===== src/rtl/flow_led_pkg.sv =====
// -----------------------------------------------------------------------------
// flow_led_pkg
// Shared definitions for the flowing-LED controller:
//   mode_e       - pattern mode encodings (UP, DOWN, BOUNCE, BAR)
//   clog2        - bit width needed to index 0..value-1 (never less than 1)
//   speed_limit  - tick count at which a step fires for a given speed code
// -----------------------------------------------------------------------------
package flow_led_pkg;

    typedef enum logic [1:0] {
        MODE_UP     = 2'b00,
        MODE_DOWN   = 2'b01,
        MODE_BOUNCE = 2'b10,
        MODE_BAR    = 2'b11
    } mode_e;

    // Width of a counter or index that must hold 0..value-1. A single-entry
    // range still gets one bit so that no vector ever collapses to zero width.
    function automatic int clog2(input int value);
        int result;
        int span;
        result = 0;
        span   = 1;
        while (span < value) begin
            span   = span * 2;
            result = result + 1;
        end
        return (result < 1) ? 1 : result;
    endfunction

    // A step happens once every 2^speed base ticks, so the tick counter
    // fires when it has reached 2^speed - 1.
    function automatic logic [2:0] speed_limit(input logic [1:0] speed);
        return 3'((4'd1 << speed) - 4'd1);
    endfunction

endpackage


===== src/rtl/flow_led_if.sv =====
// -----------------------------------------------------------------------------
// flow_led_if
// Bundles the control inputs and LED outputs of flow_led_ctrl.
//   flow_stop  - 1 freezes all sequencing state
//   mode       - pattern mode (see flow_led_pkg::mode_e)
//   speed      - one step per 2^speed base ticks
//   flow_led   - active-high LED drive, LED_NUM bits
//   pos        - current LED index
//   step_pulse - one-cycle strobe in the cycle pos takes its new value
// Modports: master drives the controls, slave is the controller itself.
// -----------------------------------------------------------------------------
interface flow_led_if
    import flow_led_pkg::*;
#(
    parameter int LED_NUM = 8
) ();

    localparam int POS_W = clog2(LED_NUM);

    logic               flow_stop;
    logic [1:0]         mode;
    logic [1:0]         speed;
    logic [LED_NUM-1:0] flow_led;
    logic [POS_W-1:0]   pos;
    logic               step_pulse;

    modport master (
        output flow_stop, mode, speed,
        input  flow_led, pos, step_pulse
    );

    modport slave (
        input  flow_stop, mode, speed,
        output flow_led, pos, step_pulse
    );

endinterface


===== src/rtl/flow_tick_gen.sv =====
// -----------------------------------------------------------------------------
// flow_tick_gen
// Timing source for the LED sequencer. A prescaler divides clk_50m down to a
// base tick (one cycle every CLK_DIV), and a tick counter turns base ticks
// into step enables (one every 2^speed ticks). Everything runs on clk_50m;
// no derived clocks.
//   clk_50m  - clock
//   rst      - asynchronous active-high reset
//   enable   - 0 freezes prescaler and tick counter (no phase is lost)
//   speed    - step rate code
//   step_en  - single-cycle enable: the sequencer advances on this edge
// -----------------------------------------------------------------------------
module flow_tick_gen
    import flow_led_pkg::*;
#(
    parameter int CLK_DIV = 25_000_000
) (
    input  logic       clk_50m,
    input  logic       rst,
    input  logic       enable,
    input  logic [1:0] speed,
    output logic       step_en
);

    localparam int               PW   = clog2(CLK_DIV);
    localparam logic [PW-1:0]    LAST = PW'(CLK_DIV - 1);

    logic [PW-1:0] presc_q, presc_d;
    logic [2:0]    ticks_q, ticks_d;
    logic          tick;
    logic          step;

    // Next-state for prescaler and tick counter. The speed limit is compared
    // with ">=" so that lowering speed while the count is already past the
    // new limit still produces a step on the very next tick.
    always_comb begin
        tick    = (presc_q == LAST);
        step    = enable && tick && (ticks_q >= speed_limit(speed));
        presc_d = presc_q;
        ticks_d = ticks_q;
        if (enable) begin
            presc_d = tick ? '0 : presc_q + PW'(1);
            if (step) begin
                ticks_d = '0;
            end else if (tick) begin
                ticks_d = ticks_q + 3'd1;
            end
        end
    end

    // State registers; reset restarts the full divide chain so the first
    // step after release lands exactly CLK_DIV*2^speed cycles later.
    always_ff @(posedge clk_50m or posedge rst) begin
        if (rst) begin
            presc_q <= '0;
            ticks_q <= '0;
        end else begin
            presc_q <= presc_d;
            ticks_q <= ticks_d;
        end
    end

    assign step_en = step;

endmodule


===== src/rtl/flow_led_ctrl.sv =====
// -----------------------------------------------------------------------------
// flow_led_ctrl
// Flowing-LED pattern generator. A step enable from flow_tick_gen advances
// the LED index pos in one of four modes (UP, DOWN, BOUNCE ping-pong, BAR
// fill), and flow_led is decoded from pos and the current mode.
//   clk_50m - clock
//   rst     - asynchronous active-high reset
//   bus     - flow_led_if slave: flow_stop, mode, speed in;
//             flow_led, pos, step_pulse out
// -----------------------------------------------------------------------------
module flow_led_ctrl
    import flow_led_pkg::*;
#(
    parameter int LED_NUM = 8,
    parameter int CLK_DIV = 25_000_000
) (
    input  logic       clk_50m,
    input  logic       rst,
    flow_led_if.slave  bus
);

    localparam int                POS_W    = clog2(LED_NUM);
    localparam logic [POS_W-1:0]  LAST_POS = POS_W'(LED_NUM - 1);

    logic               step_en;
    logic [POS_W-1:0]   pos_q, pos_d;
    logic               dir_q, dir_d;
    logic               step_pulse_q;
    logic [LED_NUM-1:0] led;

    flow_tick_gen #(
        .CLK_DIV (CLK_DIV)
    ) u_tick (
        .clk_50m (clk_50m),
        .rst     (rst),
        .enable  (!bus.flow_stop),
        .speed   (bus.speed),
        .step_en (step_en)
    );

    // Position and direction update. Outside BOUNCE the direction simply
    // follows the mode, so switching into BOUNCE carries on the way the
    // pattern was already moving. In BOUNCE the ends turn around without
    // dwelling: the end LED is shown for one step, then we move back inward.
    always_comb begin
        pos_d = pos_q;
        dir_d = dir_q;
        if (!bus.flow_stop) begin
            case (bus.mode)
                MODE_UP, MODE_BAR: begin
                    dir_d = 1'b0;
                    if (step_en) begin
                        pos_d = (pos_q == LAST_POS) ? '0 : pos_q + POS_W'(1);
                    end
                end
                MODE_DOWN: begin
                    dir_d = 1'b1;
                    if (step_en) begin
                        pos_d = (pos_q == '0) ? LAST_POS : pos_q - POS_W'(1);
                    end
                end
                default: begin
                    if (step_en) begin
                        if (!dir_q) begin
                            if (pos_q == LAST_POS) begin
                                dir_d = 1'b1;
                                pos_d = LAST_POS - POS_W'(1);
                            end else begin
                                pos_d = pos_q + POS_W'(1);
                            end
                        end else begin
                            if (pos_q == '0) begin
                                dir_d = 1'b0;
                                pos_d = POS_W'(1);
                            end else begin
                                pos_d = pos_q - POS_W'(1);
                            end
                        end
                    end
                end
            endcase
        end
    end

    // Sequencer registers. step_pulse is registered alongside pos so the
    // strobe and the new position appear in the same cycle.
    always_ff @(posedge clk_50m or posedge rst) begin
        if (rst) begin
            pos_q        <= '0;
            dir_q        <= 1'b0;
            step_pulse_q <= 1'b0;
        end else begin
            pos_q        <= pos_d;
            dir_q        <= dir_d;
            step_pulse_q <= step_en;
        end
    end

    // LED decode: a single lit LED at pos, or in BAR mode every LED from 0
    // up to and including pos.
    always_comb begin
        led = '0;
        for (int i = 0; i < LED_NUM; i++) begin
            if (bus.mode == MODE_BAR) begin
                led[i] = (POS_W'(i) <= pos_q);
            end else begin
                led[i] = (POS_W'(i) == pos_q);
            end
        end
    end

    assign bus.flow_led   = led;
    assign bus.pos        = pos_q;
    assign bus.step_pulse = step_pulse_q;

endmodule


===== src/flat_wrapper.sv =====
// flat-port wrapper written by rule: the top's interface ports become plain ports
module flow_led_ctrl_flat import flow_led_pkg::*;
#(
    parameter int LED_NUM = 8,
    parameter int CLK_DIV = 25_000_000
)
  (clk_50m, rst, bus_flow_stop, bus_mode, bus_speed, bus_flow_led, bus_pos, bus_step_pulse);
  flow_led_if #(.LED_NUM(LED_NUM)) bus_i ();
  input  logic clk_50m;
  input  logic rst;
  input wire logic [$bits(bus_i.flow_stop)-1:0] bus_flow_stop;
  input wire logic [$bits(bus_i.mode)-1:0] bus_mode;
  input wire logic [$bits(bus_i.speed)-1:0] bus_speed;
  output wire logic [$bits(bus_i.flow_led)-1:0] bus_flow_led;
  output wire logic [$bits(bus_i.pos)-1:0] bus_pos;
  output wire logic [$bits(bus_i.step_pulse)-1:0] bus_step_pulse;
  assign bus_i.flow_stop = bus_flow_stop;
  assign bus_i.mode = bus_mode;
  assign bus_i.speed = bus_speed;
  assign bus_flow_led = bus_i.flow_led;
  assign bus_pos = bus_i.pos;
  assign bus_step_pulse = bus_i.step_pulse;
  flow_led_ctrl #(.LED_NUM(LED_NUM), .CLK_DIV(CLK_DIV)) u_core (.clk_50m(clk_50m), .rst(rst), .bus(bus_i));
endmodule

===== config.mk =====
export PLATFORM = sky130hd
export DESIGN_NAME = flow_led_ctrl_flat
export DESIGN_NICKNAME = d
export VERILOG_FILES = /design/src/rtl/flow_led_pkg.sv /design/src/rtl/flow_led_if.sv /design/src/rtl/flow_tick_gen.sv /design/src/rtl/flow_led_ctrl.sv /design/src/flat_wrapper.sv
export SDC_FILE = /design/constraint.sdc
export NUM_CORES = 1
export LEC_CHECK = 0
export BUFFER_PORTS_ARGS = -buffer_cell sky130_fd_sc_hd__buf_4
export CORE_MARGIN = 2
export CORE_UTILIZATION = 25
export DETAILED_ROUTE_END_ITERATION = 8
export PLACE_DENSITY = 0.43
export SETUP_SLACK_MARGIN = 0.3
export SLEW_MARGIN = 20
export SYNTH_ARGS = -nofsm -noshare
export SYNTH_HDL_FRONTEND = slang
export SYNTH_SLANG_ARGS = --single-unit

===== constraint.sdc =====
create_clock -name clk_50m -period 2.7 [get_ports clk_50m]
set_input_delay 0.27 -clock clk_50m [delete_from_list [all_inputs] [get_ports clk_50m]]
set_output_delay 0.27 -clock clk_50m [all_outputs]
set_load 0.05 [all_outputs]

[Word-level counts from Yosys, hierarchy flattened]
Cells that the tools add are included.
W data, S select, Z words.
Storage, ports and cells
  bits of input ports: 7
  register bits: 33
Operators by class
  shift operators: 1
  eq/ne operators: 11
  magnitude comparators: 9
  muxes and demuxes: 25
  bitwise operators: 1
  reduce and logical (&&, ||, !) cells: 11
  $add $sub $neg: 5
Operators with widths (count)
  $mux W3: 10
  $add A25 B1 Y25 const B: 1
  $eq A25 B25 Y1 const B: 1
  $mux W25: 1
  $eq A3 B3 Y1 const A: 4
  $le A3 B3 Y1 const A: 4
  $mux W1: 12
  $add A3 B1 Y3 const B: 2
  $eq A2 B3 Y1 const A: 2
  $le A1 B3 Y1 const A: 2
  $le A2 B3 Y1 const A: 2
  $pmux W3 S2: 1
  $reduce_and A2 Y1: 3
  $sub A3 B1 Y3 const B: 2
  $eq A1 B3 Y1 const A: 1
  $eq A3 B3 Y1 const B: 1
  $ge A3 B3 Y1: 1
  $logic_not A3 Y1: 1
  $reduce_bool A3 Y1: 1
  $shl A1 B2 Y3 const A: 1
  $eq A2 B1 Y1 const B: 1
  $eq A2 B2 Y1 const B: 1
  $logic_and A1 B1 Y1: 2
  $logic_not A2 Y1: 1
  5 further kinds: 5

[Logic depth before layout (Yosys ltp)]
  depth after elaboration: 6
  depth in mapped cells: 8
  mapped depth without buffers: 7

[Hierarchy]
From an unflattened synthesis, not the netlist that was laid out.
Second synthesis, totals
  cell total of the unflattened synthesis: 210
  area total of the unflattened synthesis: 2038.2 sq um
Modules (own cells, without submodules)
  flow_tick_gen: sequential area each 700.7 sq um, instances 1, area an instance 1472.7 sq um, cells each 137
  flow_led_ctrl: sequential area each 125.1 sq um, instances 1, area an instance 565.5 sq um, cells each 73

[Worst setup path before layout]
OpenSTA, ideal clock, no wires.
  path type: register -> output
  start: reg u_core.pos_q[1], in the netlist u_core.bus.pos[1]
  end: out bus_flow_led[1]
  data arrival time: 2.151 ns
  path buffers: 1
  cell stages (with the launch flop): 6
  slack: 0.279 ns
  data required time: 2.430 ns
  path through: dfrtp_1 -> buf_4 -> inv_1 -> ha_1 -> inv_1 -> o21ai_0
Between the ends
  longest elaborated chain between the ends: 2
  elaborated cells on any way between the ends: 3
  classes of those cells: 1 x order compare; 1 x eq/ne; 1 x mux
RTL lines
  from (decl): line flow_led_ctrl.sv:26  | logic [POS_W-1:0] pos_q, pos_d;
  from (signal assigned): line flow_led_ctrl.sv:93  | pos_q <= pos_d;
  $le A1 B3 Y1 or $eq A1 B3 Y1 (tied branches): line flow_led_ctrl.sv:105, flow_led_ctrl.sv:107
  $mux W1 *: line flow_led_ctrl.sv:104  | if (bus.mode == MODE_BAR) begin
  to (decl): line flat_wrapper.sv:14  | output wire logic [$bits(bus_i.flow_led)-1:0] bus_flow_led;
Mark *: on every way between the ends. The rest lies on a longest branch, timed or not.

[Final worst setup path]
  start: reg u_core.u_tick.presc_q[0]
  end: reg u_core.pos_q[1], in the netlist u_core.bus.pos[1]
Between the ends
  longest elaborated chain between the ends: 4
RTL lines
  from (decl): line flow_tick_gen.sv:28  | logic [PW-1:0] presc_q, presc_d;
  from (signal assigned): line flow_tick_gen.sv:58  | presc_q <= presc_d;
  $eq A25 B25 Y1: line flow_tick_gen.sv:37  | tick = (presc_q == LAST);
  $logic_and A1 B1 Y1 (2 in a row): line flow_tick_gen.sv:38  | step = enable && tick && (ticks_q >= speed_limit(speed));
  via u_core.step_en: line flow_led_ctrl.sv:25  | logic step_en;
  $reduce_and A2 Y1 (no line)
The timed path passes the listed nets, and every way through them passes these cells.
A chain may end at the register's enable or synchronous reset.

==> metrics.csv <==
stage;metric;value;unit
clocking;clock tree from TritonCTS;yes;
sta;final count of pins violating max slew;0;
worst_setup_path;required time of the critical path;2.86;ns
yosys;Syn Nets;239;
worst_setup_path;terminus of the critical flop-to-flop path;u_core.bus.pos[1]$_DFFE_PP0P_;
power;sequential cell fraction of total power;52.6;%
cells_and_area;Final nets;261;
cells_and_area;share of layout cells above drive strength 1;15.1;%
global_routing;met3 global-route usage;1.69;%
sta;actual transition at the worst max-transition pin;0.615;ns
yosys;number of enable-type register cells in the synthesized netlist;0;
clocking;clock tree root buffer cell;clkbuf_8;
route;routed wire length;4100;um
sta;post-route fraction of the period consumed by the critical path;78.0;%
outcome;result of the run;complete, no violations;
yosys;Yosys warning total;0;
cells_and_area;most common library cell in the layout ignoring fill and taps;dfrtp_1;
power;overall power of the completed layout;1.15;mW
die;count of pins on the block boundary;19;
placed_design;number of placed cells counting well taps;334;
route;number of DRC violations after detailed routing;0;
route;Via Count;1544;
die;chip height;93.9;um
sta;final-report hold violation count;0;
placed_design;Placement Setup Slack;0.589;ns
worst_setup_path;data arrival time of the worst path;2.27;ns
die;horizontal extent of the die;93.9;um
sta;FMAX;475;MHz
route;remaining number of nets flagged by the antenna check after routing;0;
yosys;average cell area after synthesis;9.32;um2
sta;Final min period;2.11;ns
power;internal cell power;0.832;mW
worst_setup_path;largest fanout on the critical path;5;
cells_and_area;total of fill cells in the finished design;859;
worst_setup_path;launching element type of the critical path;flop;
min_path;hold crit path type;in2async;
yosys;primary flip-flop cell chosen by synthesis mapping;dfrtp_1;
global_routing;pin count of the biggest net entering global routing;34;
die;Site Rows;32;
global_routing;met2 Usage GRT;15.4;%
global_routing;total global routing overflow;0;
yosys;flip-flop and latch count after synthesis;33;
placed_design;post-detailed-placement cell area;2280;um2
clocking;number of buffers created by CTS;5;
cells_and_area;non-filler cells in the finished layout;341;
power;leakage;1.06;nW
placed_design;# port buffers;18;
global_routing;layer carrying the most global-route usage;met1;
clocking;H-tree lvl count;2;
global_routing;met1 Usage GRT;15.7;%
route;routed wire length per instance;12.0;um
cells_and_area;most frequent cells in the layout;33 x dfrtp_1, 21 x nand2_1, 21 x nor2_1, 21 x buf_4;
power;relative contribution of combinational cells to total power;15.4;%
worst_setup_path;sort of element at the end of the critical path;flop;
route;number of iterations in the first detailed-routing pass;4;
power;net switching share of the total power;27.5;%
global_routing;total global routing track utilization;10.7;%
sta;unrepaired setup endpoints after global routing;false;
cells_and_area;post-route core utilization;30.4;%
clocking;CTS Hold Bufs;0;
worst_setup_path;WS Path Type;reg2reg;
clocking;source-to-sink clock delay at the later pin of the worst-skew pair;0.28;ns
sta;worst-case hold slack;0.0899;ns
global_routing;wire length of the first global-routing pass;7470;um
yosys;number of different library cells in the post-synthesis netlist;41;
clocking;Clock Sink Count;33;
power;worst IR drop on VDD;0.179;mV
sta;final count of negative-setup-slack endpoints;0;
power;switching component of the power;0.316;mW
sta;setup clock skew after layout;0.00403;ns
clocking;CTS clk-pin slew, worst paths;0.06;ns
placed_design;weighted congestion reported at the end of routability-driven placement;0.731;
worst_setup_path;critical path startpoint;u_core.u_tick.presc_q[0]$_DFFE_PP0N_;
die;core region area;7770;um2
global_routing;initial antenna violation count;0;
cells_and_area;antenna fix cells;0;
worst_setup_path;minimum setup slack among reg-to-reg paths;0.59;ns
yosys;fraction of registers with async set or reset after synthesis;100;%
clocking;number of post-CTS setup repair buffers;0;
cells_and_area;synthesis-to-finish area growth;16.8;%
cells_and_area;post-route standard cell area excluding fillers;2360;um2
die;area of the die;8820;um2
yosys;Seq/Total Area, Yosys;40.8;%
clocking;maximum count of clock buffers along a single path;2;
placed_design;Detailed Place HPWL;3030;um
yosys;Synth Cell Area;2020;um2
route;Starting DRT DRC Count;52;
sta;Sum Neg Setup Slack;0;ns
worst_setup_path;depth of the worst register-to-register path;6;
sta;setup slack after layout;0.594;ns
yosys;synthesized netlist cell count;217;
worst_setup_path;endpoint of the worst setup timing path;u_core.bus.pos[1]$_DFFE_PP0P_;
global_routing;via count of the first global-routing pass;1534;
die;Initial Util;26.0;%
clocking;number of instances resized during post-cts repair;0;
power;clock network fraction of design power;32.0;%
route;DR vias/cell;4.53;
sta;Max-Slew Margin vs Limit;58.7;%
flow_run;number of max-cap violations;0;
worst_setup_path;startpoint of the lowest-slack register-to-register path;u_core.u_tick.presc_q[0]$_DFFE_PP0N_;
power;pwr dens;486;nW/um2
==> power by group through the flow <==
stage	sequential [mW]	combinational, mW	clock, mW
2_1_floorplan	0.601	0.140	0
3_3_place_gp	0.613	0.179	0
3_5_place_dp	0.614	0.179	0
4_1_cts	0.604	0.181	0.388
5_1_grt	0.615	0.208	0.410
6_report	0.604	0.176	0.367
==> area by class of cell <==
type / instances / area (um2) / area share, %
Timing Repair Buffer: 21 / 158 / 6.67
Sequential cell: 33 / 826 / 35.0
Tap cell: 102 / 128 / 5.40
Inverter: 16 / 60.1 / 2.54
Multi-Input combinational cell: 162 / 1100 / 46.8
Clock buffer: 7 / 86.3 / 3.65
==> cells in the mapped netlist (2+ instances only) <==
master | instances | area, um2
a21oi_1 | 6 | 30.0
and3_1 | 4 | 25.0
and4_1 | 3 | 26.3
buf_4 | 2 | 15.0
clkbuf_1 | 3 | 11.3
dfrtp_1 | 33 | 826
ha_1 | 15 | 188
inv_1 | 15 | 56.3
mux2i_1 | 6 | 60.1
nand2_1 | 21 | 78.8
nand2b_1 | 2 | 12.5
nand3_1 | 11 | 55.1
nand4_1 | 6 | 37.5
nor2_1 | 21 | 78.8
nor3_1 | 4 | 20.0
nor4_1 | 4 | 25.0
o21ai_0 | 14 | 70.1
o22ai_1 | 4 | 25.0
or3_1 | 2 | 12.5
xnor2_1 | 11 | 96.3
xor2_1 | 10 | 87.6
==> cells by family after synthesis <==
family | synth area share, %
xor+xnor | 9.10
mux | 4.27
simple gates | 22.8
compound gates | 8.91
buf+inv | 4.83
fa+ha+maj | 9.28
flops | 40.8
==> routing by layer <==
metal / wire length, um / vias to the layer above
met1: 2170 / 730
met4: 59 / 0
li1: - / 798
met2: 1790 / 11
met3: 83 / 5
met5: 0 / -
==> state kept, by name, indices dropped and copies added, names as in the netlist <==
register,count
u_core.u_tick.ticks_q,3
u_core.u_tick.presc_q,25
u_core.dir_q,1
u_core.bus.step_pulse,1
u_core.bus.pos,3
==> worst min-delay path by stage <==
stage,slack (ns),cells after the start,startpoint,to
global route,0.13,3,rst,u_core.bus.pos[2]$_DFFE_PP0P_
CTS,0.10,3,rst,u_core.u_tick.presc_q[21]$_DFFE_PP0N_
finish,0.09,3,rst,u_core.bus.pos[2]$_DFFE_PP0P_
detailed placement,0.41,3,rst,u_core.bus.pos[2]$_DFFE_PP0P_
floorplan,0.40,1,rst,u_core.bus.pos[0]$_DFFE_PP0P_
global placement,0.41,3,rst,u_core.bus.pos[2]$_DFFE_PP0P_
==> critical path, cell delays in order (launching register included) <==
cell and delay (ns):
dfrtp_1 0.38, ha_1 0.15, nor2b_2 0.24, nand3_2 0.14
or4_4 0.60, nor2_4 0.18, mux2_4 0.31
Note: power is estimated with default switching activity, not from simulation.
